File: src/rtl/serial_tx_scheduler_pkg.sv
// Shared constants for the serial byte scheduler: byte/slot geometry and defaults.
package serial_tx_scheduler_pkg;

  localparam int unsigned BYTE_W            = 8;
  localparam int unsigned SLOT_CNT_W        = 3;
  localparam logic [SLOT_CNT_W-1:0] SLOT_LAST = 3'd0;
  localparam logic [BYTE_W-1:0] IDLE_BYTE_DEFAULT = 8'h00;
  localparam int unsigned MAX_REQ           = 4;
  localparam int unsigned GRANT_W           = 2;

endpackage

File: src/rtl/serial_tx_scheduler_if.sv
// Requester-side byte handshake bundle (valid/ready per requester, packed data).
interface serial_tx_scheduler_if #(
  parameter int unsigned NUM_REQ = 2
);
  import serial_tx_scheduler_pkg::*;

  logic [NUM_REQ-1:0]        req_valid;
  logic [BYTE_W*NUM_REQ-1:0] req_data;
  logic [NUM_REQ-1:0]        req_ready;

  modport master (output req_valid, output req_data, input  req_ready);
  modport slave  (input  req_valid, input  req_data, output req_ready);

endinterface

File: src/rtl/serial_tx_scheduler_rr_arbiter.sv
// Combinational round-robin picker; search starts one past the last granted index.
module rr_arbiter
  import serial_tx_scheduler_pkg::*;
#(
  parameter int unsigned NUM_REQ = 2
) (
  input  logic [NUM_REQ-1:0] req,
  input  logic [GRANT_W-1:0] last_granted,
  output logic [NUM_REQ-1:0] grant,
  output logic [GRANT_W-1:0] grant_id
);

  localparam int unsigned IDX_W = GRANT_W + 1;

  logic [IDX_W-1:0] idx;
  logic             found;

  always_comb begin
    grant    = '0;
    grant_id = '0;
    idx      = '0;
    found    = 1'b0;
    for (int unsigned k = 1; k <= NUM_REQ; k++) begin
      idx = IDX_W'(last_granted) + IDX_W'(k);
      if (idx >= IDX_W'(NUM_REQ)) idx = idx - IDX_W'(NUM_REQ);
      for (int unsigned j = 0; j < NUM_REQ; j++) begin
        if (!found && (idx == IDX_W'(j)) && req[j]) begin
          found    = 1'b1;
          grant[j] = 1'b1;
          grant_id = GRANT_W'(j);
        end
      end
    end
  end

endmodule

File: src/rtl/serial_tx_scheduler.sv
// Never-stalling serial lane: one byte per 8-clock slot, MSB first, round-robin
// among byte requesters with IDLE_BYTE fill when nothing is granted.
module serial_tx_scheduler
  import serial_tx_scheduler_pkg::*;
#(
  parameter int unsigned       NUM_REQ   = 2,
  parameter logic [BYTE_W-1:0] IDLE_BYTE = IDLE_BYTE_DEFAULT
) (
  input  logic                 clk_400MHz,
  input  logic                 reset,
  input  logic                 enable,
  serial_tx_scheduler_if.slave bus,
  output logic                 data_out,
  output logic                 byte_sync,
  output logic                 tx_busy,
  output logic [GRANT_W-1:0]   tx_grant_id
);

  logic [SLOT_CNT_W-1:0] slot_cnt;
  logic [BYTE_W-1:0]     shreg;
  logic [GRANT_W-1:0]    last_granted;
  logic [NUM_REQ-1:0]    grant;
  logic [GRANT_W-1:0]    grant_id;
  logic [BYTE_W-1:0]     sel_byte;
  logic                  boundary_c;
  logic                  take_c;

  rr_arbiter #(.NUM_REQ(NUM_REQ)) u_arb (
    .req          (bus.req_valid),
    .last_granted (last_granted),
    .grant        (grant),
    .grant_id     (grant_id)
  );

  assign boundary_c    = (slot_cnt == SLOT_LAST);
  assign take_c        = boundary_c && enable && (|grant);
  assign bus.req_ready = take_c ? grant : '0;
  assign data_out      = shreg[BYTE_W-1];

  // Byte of the winning requester; IDLE_BYTE when nobody wins.
  always_comb begin
    sel_byte = IDLE_BYTE;
    for (int unsigned i = 0; i < NUM_REQ; i++) begin
      if (grant[i]) sel_byte = bus.req_data[i*BYTE_W +: BYTE_W];
    end
  end

  // Slot counter, shifter and per-slot status all advance together.
  always_ff @(posedge clk_400MHz or posedge reset) begin
    if (reset) begin
      slot_cnt     <= '1;
      shreg        <= IDLE_BYTE;
      last_granted <= GRANT_W'(NUM_REQ - 1);
      byte_sync    <= 1'b1;
      tx_busy      <= 1'b0;
      tx_grant_id  <= '0;
    end else if (boundary_c) begin
      slot_cnt  <= '1;
      byte_sync <= 1'b1;
      if (take_c) begin
        shreg        <= sel_byte;
        tx_busy      <= 1'b1;
        tx_grant_id  <= grant_id;
        last_granted <= grant_id;
      end else begin
        shreg       <= IDLE_BYTE;
        tx_busy     <= 1'b0;
        tx_grant_id <= '0;
      end
    end else begin
      slot_cnt  <= slot_cnt - 1'b1;
      shreg     <= {shreg[BYTE_W-2:0], 1'b0};
      byte_sync <= 1'b0;
    end
  end

endmodule

File: src/flat_wrapper.sv
// flat-port wrapper written by rule: the top's interface ports become plain ports
module serial_tx_scheduler_flat import serial_tx_scheduler_pkg::*;
#(
  parameter int unsigned       NUM_REQ   = 2,
  parameter logic [BYTE_W-1:0] IDLE_BYTE = IDLE_BYTE_DEFAULT
)
  (clk_400MHz, reset, enable, data_out, byte_sync, tx_busy, tx_grant_id, bus_req_valid, bus_req_data, bus_req_ready);
  serial_tx_scheduler_if #(.NUM_REQ(NUM_REQ)) bus_i ();
  input  logic clk_400MHz;
  input  logic reset;
  input  logic enable;
  output logic data_out;
  output logic byte_sync;
  output logic tx_busy;
  output logic [GRANT_W-1:0] tx_grant_id;
  input wire logic [$bits(bus_i.req_valid)-1:0] bus_req_valid;
  input wire logic [$bits(bus_i.req_data)-1:0] bus_req_data;
  output wire logic [$bits(bus_i.req_ready)-1:0] bus_req_ready;
  assign bus_i.req_valid = bus_req_valid;
  assign bus_i.req_data = bus_req_data;
  assign bus_req_ready = bus_i.req_ready;
  serial_tx_scheduler #(.NUM_REQ(NUM_REQ), .IDLE_BYTE(IDLE_BYTE)) u_core (.clk_400MHz(clk_400MHz), .reset(reset), .enable(enable), .bus(bus_i), .data_out(data_out), .byte_sync(byte_sync), .tx_busy(tx_busy), .tx_grant_id(tx_grant_id));
endmodule
File: config.mk
export PLATFORM = sky130hd
export DESIGN_NAME = serial_tx_scheduler_flat
export DESIGN_NICKNAME = d
export VERILOG_FILES = /design/src/rtl/serial_tx_scheduler_pkg.sv /design/src/rtl/serial_tx_scheduler_if.sv /design/src/rtl/serial_tx_scheduler_rr_arbiter.sv /design/src/rtl/serial_tx_scheduler.sv /design/src/flat_wrapper.sv
export SDC_FILE = /design/constraint.sdc
export NUM_CORES = 1
export LEC_CHECK = 0
export CORE_MARGIN = 3
export CORE_UTILIZATION = 45
export DETAILED_ROUTE_END_ITERATION = 8
export PLACE_DENSITY_LB_ADDON = 0.3
export SLEW_MARGIN = 20
export SYNTH_ARGS = -nofsm -noshare
export SYNTH_HDL_FRONTEND = slang
export SYNTH_SLANG_ARGS = --single-unit
File: constraint.sdc
create_clock -name clk_400MHz -period 3 [get_ports clk_400MHz]
set_clock_uncertainty 0.15 [all_clocks]
set_input_delay 0.3 -clock clk_400MHz [delete_from_list [all_inputs] [get_ports clk_400MHz]]
set_output_delay 0.3 -clock clk_400MHz [all_outputs]
set_load 0.005 [all_outputs]
# Yosys cells after proc, flatten, opt, wreduce, memory -nomap -nowiden
# Index checks and enable logic that the tools add are counted.
[op_classes] div_mod_pow=0 bitwise_logic=0 eq_ne=2 magnitude_cmp=2 n_reduce_logical=17 muxes=20 n_shift=0 n_addsub=5 multipliers=0
[op_table] cell="two-way mux 8 bit" n=4
[op_table] cell="logical AND 1 bit" n=9
[op_table] cell="logical NOT 3 bit" n=3
[op_table] cell="two-way mux 1 bit" n=9
[op_table] cell="two-way mux 3 bit" n=3
[op_table] cell="two-way mux 2 bit" n=4
[op_table] cell="== test 3 x 1 -> 1 bit (second input constant)" n=2
[op_table] cell=">= comparator 3 x 2 -> 1 bit (second input constant)" n=2
[op_table] cell="subtractor 3 x 2 -> 3 bit (second input constant)" n=2
[op_table] cell="adder 2 x 1 -> 3 bit (second input constant)" n=1
[op_table] cell="adder 2 x 2 -> 3 bit (second input constant)" n=1
[op_table] cell="logical NOT 1 bit" n=3
[op_table] cell="subtractor 3 x 1 -> 3 bit (second input constant)" n=1
[op_table] cell="AND reduction 2 bit" n=1
[op_table] cell="OR reduction 2 bit" n=1
[totals] n_memories=0 rom_bits=0 regBits=17 inputBits=21 elab_cells=52 latch_bits=0 ramBits=0

# Longest topological paths before layout
[logic_depth] depth_word=22 mapped_depth=6 mapped_depth_nobuf=5

# By module
# A second synthesis with hierarchy kept.
[unflattened] cells_unflattened=76 area_unflattened_um2=823.3
[by_module_without_submodules] module="serial_tx_scheduler" area_each_um2=775.7 cells_each=69 n_inst=1
[by_module_without_submodules] module="rr_arbiter" area_each_um2=47.5 cells_each=7 n_inst=1

# Worst setup path before layout
# No wires, ideal clock.
[synth_timing] kind="register to register" startpoint="reg u_core.slot_cnt[0]" endpoint="reg u_core.tx_grant_id[0]" required_time_ps=2767 stages_incl_launch_ff=7 slack_ps=1582 setup_time_ps=83 arrival_ps=1185 path_cell_list="dfstp_2 -> inv_1 -> ha_1 -> nand2b_1 -> buf_2 -> nand2_1 -> o21ai_0"
[synth_between] elab_chain_len=4
[synth_lines] element="start: declaration" line="serial_tx_scheduler.sv:19" rtl="logic [SLOT_CNT_W-1:0] slot_cnt;"
[synth_lines] element="start signal: assignment" line="serial_tx_scheduler.sv:71" rtl="slot_cnt <= slot_cnt - 1'b1;"
[synth_lines] element="logical NOT 3 bit *" line="serial_tx_scheduler.sv:35" rtl="assign boundary_c = (slot_cnt == SLOT_LAST);"
[synth_lines] element="logical AND 1 bit (2 in series)" line="serial_tx_scheduler.sv:36" rtl="assign take_c = boundary_c && enable && (|grant);"
[synth_lines] element="two-way mux 2 bit" line="serial_tx_scheduler.sv:60" rtl="if (take_c) begin"
[synth_lines] element="end signal: assignment" line="serial_tx_scheduler.sv:63" rtl="tx_grant_id <= grant_id;"
[synth_lines] element="end: declaration" line="serial_tx_scheduler.sv:16" rtl="output logic [GRANT_W-1:0] tx_grant_id"
# Mark *: on every way between the ends. The rest lies on a longest branch, timed or not.
# A chain may end at the register's enable or synchronous reset.

# Worst setup path in the final report
[layout_timing] startpoint="reg u_core.last_granted[0]" endpoint="out bus_req_ready[0]"
[layout_between] elab_chain_len=21 elab_cells_between_ends=31 classes_between="4 x add/sub; 2 x order compare; 2 x eq/ne; 9 x mux; 14 x reduce/logical"
[layout_lines] element="start: declaration" line="serial_tx_scheduler.sv:21" rtl="logic [GRANT_W-1:0] last_granted;"
[layout_lines] element="start signal: assignment" line="serial_tx_scheduler.sv:53" rtl="last_granted <= GRANT_W'(NUM_REQ - 1);"
[layout_lines] element="start signal: assignment" line="serial_tx_scheduler.sv:64" rtl="last_granted <= grant_id;"
[layout_lines] element="adder 2 x 1 -> 3 bit" line="serial_tx_scheduler_rr_arbiter.sv:24" rtl="idx = IDX_W'(last_granted) + IDX_W'(k);"
[layout_lines] element="subtractor 3 x 2 -> 3 bit or >= comparator 3 x 2 -> 1 bit (tied branches)" line="serial_tx_scheduler_rr_arbiter.sv:25" rtl="if (idx >= IDX_W'(NUM_REQ)) idx = idx - IDX_W'(NUM_REQ);"
[layout_lines] element="two-way mux 3 bit" line="serial_tx_scheduler_rr_arbiter.sv:25"
[layout_lines] element="logical NOT 3 bit" line="serial_tx_scheduler_rr_arbiter.sv:27" rtl="if (!found && (idx == IDX_W'(j)) && req[j]) begin"
[layout_lines] element="logical AND 1 bit" line="serial_tx_scheduler_rr_arbiter.sv:27"
[layout_lines] element="two-way mux 1 bit" line="serial_tx_scheduler_rr_arbiter.sv:27"
[layout_lines] element="logical NOT 1 bit" line="serial_tx_scheduler_rr_arbiter.sv:27"
[layout_lines] element="logical AND 1 bit (2 in series)" line="serial_tx_scheduler_rr_arbiter.sv:27"
[layout_lines] element="[... 2 more ...]"
[layout_lines] element="logical AND 1 bit (2 in series)" line="serial_tx_scheduler_rr_arbiter.sv:27"
[layout_lines] element="two-way mux 1 bit" line="serial_tx_scheduler_rr_arbiter.sv:27"
[layout_lines] element="logical NOT 1 bit" line="serial_tx_scheduler_rr_arbiter.sv:27"
[layout_lines] element="logical AND 1 bit (2 in series)" line="serial_tx_scheduler_rr_arbiter.sv:27"
[layout_lines] element="two-way mux 1 bit" line="serial_tx_scheduler_rr_arbiter.sv:27"
[layout_lines] element="OR reduction 2 bit" line="serial_tx_scheduler.sv:36"
[layout_lines] element="logical AND 1 bit" line="serial_tx_scheduler.sv:36"
[layout_lines] element="two-way mux 2 bit *" line="serial_tx_scheduler.sv:37" rtl="assign bus.req_ready = take_c ? grant : '0;"
[layout_lines] element="end: declaration" line="flat_wrapper.sv:18" rtl="output wire logic [$bits(bus_i.req_ready)-1:0] bus_req_ready;"
# Marks and branches as above.

==> flow_summary_export.csv <==
group,metric,value,unit
drt,drcViolationCount,0,
drt,via_per_inst,5.54,
critical_path,crit_start,"u_core.last_granted[0]$_DFFE_PP1P_",
die,core-area,1420,sq um
global_routing,busiest_layer,"met2",
critical_path,crit_path_end,"bus_req_ready[0]",
yosys,syn_area_per_cell,10.5,sq um
cells_and_area,antenna_cells,0,
clock_tree,clkLatencyLatePin,290,ps
critical_path,critPathRequiredTime,2550,ps
critical_path,r2r-start,"u_core.slot_cnt[0]$_DFF_PP1_",
global_routing,grt_max_degree,16,
clock_tree,ctsResizeCount,0,
drt,routed-via-count,621,
critical_path,r2r_cells,5,
flow_run,maxCapViolations,0,
clock_tree,path_clk_slew,90,ps
global_routing,use_met2,32.1,%
drt,wirelength,1580,um
drt,drt_iter0_markers,10,
power,leakage,0.479,nW
clock_tree,clock_sinks,15,
clock_tree,cts_max_level,1,
global_routing,grt_pass1_vias,626,
timing,worst_pin_slew,555,ps
clock_tree,numCtsBuffers,3,
timing,max_freq,0.424,GHz
die,rows,13,
critical_path,crit_fanout,10,
global_routing,grt_usage,17.2,%
critical_path,cp_slowest_cell,"dfstp_2",
drt,antenna_left,0,
yosys,synth_fp_nets,93,
timing,setup_violations,0,
timing,period_minus_slack,2360,ps
timing,whs,208,ps
yosys,ys_seq_area_share,52.1,%
critical_path,cp-end-kind,"primary output",
timing,min_period_over_period,78.7,%
cells_and_area,fin_nets,121,
critical_path,start_kind,"register",
die,die_area,2150,sq um
critical_path,path_cells,"nand2b_1 -> nand2_1 -> nor2_1 -> clkdlybuf4s50_1",
timing,relSlewSlack,63.0,%
drt,detail_route.wl_per_cell,14.1,um
critical_path,path_buf_inv,1,
cells_and_area,final_cell_mix,"26 x clkdlybuf4s50_1, 15 x nand2_1, 10 x dfrtp_1",
clock_tree,hold_buffers,0,
critical_path,reg2reg_slack,1350,ps
cells_and_area,layout_commonest_cell,"clkdlybuf4s50_1",
clock_tree,cts_root_buf,"clkbuf_4",
placed_design,gp_congestion,0.699,
placed_design,port_buffers,26,
global_routing,met3_usage,2.73,%
timing,final-hold-violation-count,0,
timing,rsz0062_at_grt,"no",
timing,drv_slew,0,
placed_design,dp_hpwl,1230,um
status,status,"finished, final reports clean",
critical_path,slowest_delay,580,ps
yosys,postSynthCellCount,70,
critical_path,r2r-end,"u_core.shreg[6]$_DFF_PP0_",
global_routing,grt_first_pass_wirelength,2540,um
cells_and_area,syn_to_final_growth,38.1,%
timing,fin_tns_setup,0,ps
clock_tree,post-cts-setup-buffers,0,
critical_path,critical_path_class,"register to primary output",
global_routing,use_met1,17.3,%
die,die_h,46.3,um
global_routing,antenna_found_initial,0,
yosys,yosysWarningCount,0,
global_routing,grt.overflow.total,0,
power,irDropWorstVdd,0.261,mV
cells_and_area,drive_gt1_share,13.4,%
worst_hold_path,min_path_type,"input port to async pin",
yosys,synth_cell_types,19,
critical_path,arrival,1910,ps
die,start_util,51.7,%
clock_tree,clockBufferDepth,2,
yosys,syn_area,732,sq um
die,io_pins,28,
yosys,synth-seq-cells,15,
power,cellPowerDensity,405,nW/um^2
critical_path,critPathTopFamily,"flip-flops",
cells_and_area,final_util,71.4,%
critical_path,cp_num_cells,4,
clock_tree,cts_tree,"built",
die,dieWidth,46.3,um
drt,firstDrtPassIters,4,
==> Yosys cell counts <==
master | number | area [sq um]
a21boi_4 | 1 | 18.8
a21oi_1 | 1 | 5.00
a32oi_1 | 8 | 70.1
buf_2 | 1 | 5.00
buf_4 | 1 | 7.51
buf_6 | 2 | 22.5
conb_1 | 1 | 3.75
dfrtp_1 | 10 | 250
dfstp_2 | 5 | 131
ha_1 | 2 | 25.0
inv_1 | 5 | 18.8
nand2_1 | 15 | 56.3
nand2b_1 | 2 | 12.5
nand3b_4 | 1 | 20.0
nor2_1 | 3 | 11.3
nor3_1 | 1 | 5.00
o21ai_0 | 1 | 5.00
o21ai_1 | 9 | 45.0
o21bai_4 | 1 | 18.8
==> final cells by class <==
cell class	instances	area, sq um
multi-input cells	46	297
well taps	15	18.8
clock inverters	1	5.00
fillers	129	404
inverters	5	18.8
repair buffers	27	268
flip-flops and latches	15	382
clock buffers	3	22.5
==> how the worst min path moves through the flow <==
| stage | end | start | depth (start not counted) |
|---|---|---|---|
| 2_1_floorplan | u_core.shreg[0]$_DFF_PP0_ | reset | 1 |
| 3_3_place_gp | u_core.slot_cnt[0]$_DFF_PP1_ | u_core.slot_cnt[0]$_DFF_PP1_ | 1 |
| 3_5_place_dp | u_core.slot_cnt[0]$_DFF_PP1_ | u_core.slot_cnt[0]$_DFF_PP1_ | 1 |
| 4_1_cts | u_core.shreg[2]$_DFF_PP0_ | reset | 2 |
| 5_1_grt | u_core.shreg[4]$_DFF_PP0_ | reset | 2 |
| 6_report | u_core.shreg[4]$_DFF_PP0_ | reset | 2 |
==> cell families after synthesis <==
group	after synthesis	share of synthesized area [%]
and+or+nand+nor	22	14.4
adders and majority gates	2	3.42
DFF	15	52.1
AOI/OAI and AO/OA	21	22.2
buffers and inverters	9	7.35
other	1	0.512
==> metrics by stage <==
step	cells	instance area [sq um]	power, mW	worst slack, ps
floorplan	70	732	0.258	1580
global placement	108	983	0.292	762
detailed placement	108	983	0.295	704
CTS	112	1010	0.411	629
global route	112	1010	0.423	540
finish	112	1010	0.409	640
==> state kept, by name, summed over array words and instances (netlist names) <==
name and flops:
u_core.byte_sync 1, u_core.shreg 8, u_core.tx_busy 1, u_core.last_granted 1, u_core.slot_cnt 3, u_core.tx_grant_id 1
==> power by group <==
part           switching [mW]  leakage [nW]  internal (mW)
Clock                  0.0689        0.0177         0.0496
Sequential            0.00579         0.184          0.214
Combinational          0.0298         0.277         0.0405
Total                   0.104         0.479          0.305
==> per-layer routing <==
| metal | vias up | routed length [um] |
|---|---|---|
| li1 | 295 | - |
| met1 | 301 | 596 |
| met2 | 20 | 869 |
| met3 | 5 | 83 |
| met4 | 0 | 34 |
| met5 | - | 0 |
==> worst register-to-register path: stages (launching register included) <==
cell      delay [ps]
dfstp_2          540
inv_1             50
ha_1             250
nand2b_1         370
nand2_1          110
o21ai_1          110
Note: power is estimated with default switching activity, not from simulation.
==> patch 1, RTL diff (same flow settings) <==
Set the package constant `BYTE_W` to 7 (it was 8).
--- a/src/rtl/serial_tx_scheduler_pkg.sv
+++ b/src/rtl/serial_tx_scheduler_pkg.sv
@@ -3,3 +3,3 @@
 
-  localparam int unsigned BYTE_W            = 8;
+  localparam int unsigned BYTE_W            = 7;
   localparam int unsigned SLOT_CNT_W        = 3;
Ports: changed (resized bus_req_data); port bits go from 28 to 26. The function was not compared with the original's and may differ.
==> patch 1 against the unedited design <==
- worst setup slack got worse by 0.072 ns
- total power shrank 9.9%
- wire length shrank 19%
- global-route usage down 1.9 points
- sequential cell count decreased by 1
- hold slack lost 0.016 ns
- design area shrank 11%
- area after synthesis down 13%
- clock power is 7% lower
- critical path type unchanged
- largest power group unchanged
==> patch 1: results (changes against the unedited design) <==
* Bufs w/o clock at 24 (-11%)
* NonClk Buf Share at 26.6% (+0.14 points)
* Arr. time, crit path at 1.98 ns (+0.07 ns)
* Number of global-route vias before repair at 475 (-24%)
* FF/Latch Area at 357 µm² (-6.6%)
* Seq pwr share at 56.2% (+2.3 points)
* Multi-In Gates at 31 (-33%)
* Share of cells above drive strength 1 at 16.7% (+3.3 points)
* Post-synth top cells: dfrtp_1, a221o_1, dfstp_2, inv_1
* Layout net count at 100 (-17%)
* Final hold slack at 0.192 ns (-0.0159 ns)
* CP endpoint: bus_req_ready[1]
* Starting DRT DRC Count at 14 (+4)
* Critical path fanouts, max at 9 (-1)
* Clock buffers and inverters, area share at 2.91% (+0.19 points)
* Clkbuf count at 4 (+1)
* GP Congestion at 0.722 (+3.3%)
* First-pass GRT wire length at 2110 µm (-17%)
* Max-slew headroom at 65.7% (+2.7 points)
* Maximum vdd drop at 342 µV (+31%)
* Input/output buffers at 24 (-7.7%)
* Crit-path leading delay family: buffers and inverters
* Fill cell count at 88 (-32%)
* Leakage at 0.000422 µW (-12%)
* Dominant cells by area after synthesis: dfrtp_1, dfstp_2, a221o_1
* Largest net degree at the start of global routing at 15 (-1)
* Comb. pwr at 51.1 µW (-27%)
* Synthesized flop and latch total at 14 (-1)
* Post-Route WL at 1290 µm (-19%)
* Fraction of area in multi-input gates at 26.9% (-2.4 points)
* Outcome: complete, no violations
* Seq/Total Area, Yosys at 56.0% (+3.9 points)
* Via/cell ratio at 5.12 (-7.7%)
* Internal power at 287 µW (-5.7%)
* Slowest CP cell: clkdlybuf4s50_1
[patch 1: through the flow]
stage / worst slack (ns) / util [%] / power (µW) / std cells / area (µm²)
2_1_floorplan: 1.39 / - / 228 / 52 / 637
3_3_place_gp: 0.686 / 72.0 / 261 / 88 / 876
3_5_place_dp: 0.635 / 72.0 / 262 / 88 / 876
4_1_cts: 0.555 / 74.2 / 375 / 92 / 902
5_1_grt: 0.448 / 74.2 / 386 / 92 / 902
6_report: 0.569 / 74.2 / 368 / 92 / 902
[patch 1: kinds of logic (layout without fill, tap and decap cells)]
family / Yosys count / in the layout / share of synthesized area (%)
buffers and inverters: 7 / 33 / 5.89
AO/OA/AOI/OAI: 14 / 14 / 20.4
other: 1 / 1 / 0.589
AND/OR/NAND/NOR: 14 / 14 / 13.2
adder cells (fa/ha/maj): 2 / 2 / 3.93
flip-flops: 14 / 14 / 56.0
[patch 1: layer usage]
layer  global-route usage, %  share of wire [%]
met1                    18.0                 42
met5                       0                  0
met3                    8.71                 10
met2                    24.1                 47
met4                    3.61                  0
==> patch 2, RTL diff (same settings) <==
Without the edit above. Make the reset (`reset`) synchronous in one clocked block.
--- a/src/rtl/serial_tx_scheduler.sv
+++ b/src/rtl/serial_tx_scheduler.sv
@@ -48,3 +48,3 @@
   // Slot counter, shifter and per-slot status all advance together.
-  always_ff @(posedge clk_400MHz or posedge reset) begin
+  always_ff @(posedge clk_400MHz) begin
     if (reset) begin
Formal check against the unedited RTL: differs if reset is asserted again (counterexample within 4 cycles, from zero or initial values and one cycle with reset high); with reset held inactive, the same outputs for 10 cycles.
==> patch 2 against the unedited design <==
- design area down 9.3%
- first-iteration DRC count down 50%
- sequential share of layout area down 5.0 points
- die area down 12%
- worst setup slack better by 0.099 ns
- total power down 9.1%
- count of clock-buffer cells in the layout unchanged
- area after synthesis down 13%
- sequential cell count unchanged
- wire length down 16%
- largest cell class unchanged
==> patch 2: results (changes against the unedited design) <==
* Outcome: complete, no violations
* Seq/Total Area, Yosys at 47.3% (-4.8 points)
* Syn_nets at 85 (-8.6%)
* All-layer global routing usage at 15.5% (-1.7 points)
* Crit path launch: bus_req_valid[0]
* Critical path fanouts, max at 12 (+2)
* Maximum vdd drop at 257 µV (-1.4%)
* M1 GR Usage at 16.2% (-1.2 points)
* Layout net count at 112 (-7.4%)
* Mux contribution to synthesized area at 0% (unchanged)
* CTS Root Buffer Type: clkbuf_4
* First-pass GRT wire length at 2150 µm (-15%)
* Largest net degree at the start of global routing at 13 (-3)
* Clock Latency Late Sink at 0.28 ns
* R2R setup slack at 1.40 ns (+0.05 ns)
* R2R Path End: u_core.tx_busy
* Dpl cell area at 890 µm² (-9.5%)
* Slowest stage delay, CP at 0.63 ns (+0.05 ns)
* Worst r2r path cells at 5 (unchanged)
* ANT cells at 0 (unchanged)
* Post-CTS Setup Inserts at 0 (unchanged)
* Met2 Usage GRT at 26.5% (-5.7 points)
* Top Metal Used: met4
* Post-Route WL at 1330 µm (-16%)
* DRT met1 WL at 565 µm (-5.2%)
* Post-synth cell types at 23 (+4)
* Leakage at 0.000361 µW (-25%)
* CP endpoint: bus_req_ready[1]
* Top_reg_cell synth: dfxtp_1
* Slowest CP cell: clkdlybuf4s50_1
* Post-synthesis adder-cell area fraction at 3.94% (+0.53 points)
* Via/cell ratio at 5.60 (+0.96%)
* Met3 Track Usage GR at 5.39% (+2.7 points)
* FFs w/ async S/R, synth at 0% (-100 points)
* Synth Area in Compound Gates at 26.6% (+4.4 points)
* Starting DRT DRC Count at 5 (-5)
* TritonCTS Buffers at 3 (unchanged)
* WL met3 at 98 µm (+18%)
* TNS Setup at 0 ns (unchanged)
* Post-synth top cells: dfxtp_1, a32oi_1, o2bb2ai_1
* Hold Path Origin: u_core.slot_cnt[0]
* Post-DP HPWL at 1010 µm (-18%)
* Dominant cells by area after synthesis: dfxtp_1, a32oi_1, o2bb2ai_1
* Synth Area in XOR/XNOR at 1.38% (+1.4 points)
* Arr. time, crit path at 1.81 ns (-0.10 ns)
* Input/output buffers at 26 (unchanged)
* Share of cells above drive strength 1 at 7.95% (-5.4 points)
* Detail Route met2 WL at 652 µm (-25%)
* GP Congestion at 0.700 (+0.11%)
* R2r startpoint: u_core.slot_cnt[0]
* Crit-path leading delay family: buffers and inverters
* Number of global-route vias before repair at 529 (-15%)
* Worst hold path class: reg -> reg
-- patch 2: cell count changes in the layout (fill, tap and decap cells not counted), moves of 2 or more --
cell       before  now
dfrtp_1        10    0
dfstp_2         5    0
nand2_1        15    4
o2bb2ai_1       0    7
o21ai_1         9    0
inv_1           5    3
dfxtp_1         0   15
-- patch 2: layout make-up --
type,instances,area [µm²]
flip-flops and latches,15,300
fillers,104,299
multi-input cells,39,293
repair buffers,27,268
clock buffers,3,22.5
well taps,14,17.5
inverters,3,11.3
clock inverters,1,5.00
-- patch 2: where the power goes --
group          total, µW  switching [µW]  internal (µW)
Sequential           205            1.89            203
Clock                114            64.5           49.5
Combinational       52.8            18.7           34.0
Total                372            85.1            287
-- patch 2: per-stage QoR --
stage	util (%)	hold slack [ns]	power, µW	instances	setup slack [ns]
floorplan	-	0.208	230	62	1.54
global placement	73.1	0.216	261	98	0.772
detailed placement	73.1	0.222	263	98	0.755
CTS	75.4	0.243	378	102	0.751
global route	75.4	0.272	391	102	0.640
finish	75.4	0.236	372	102	0.739
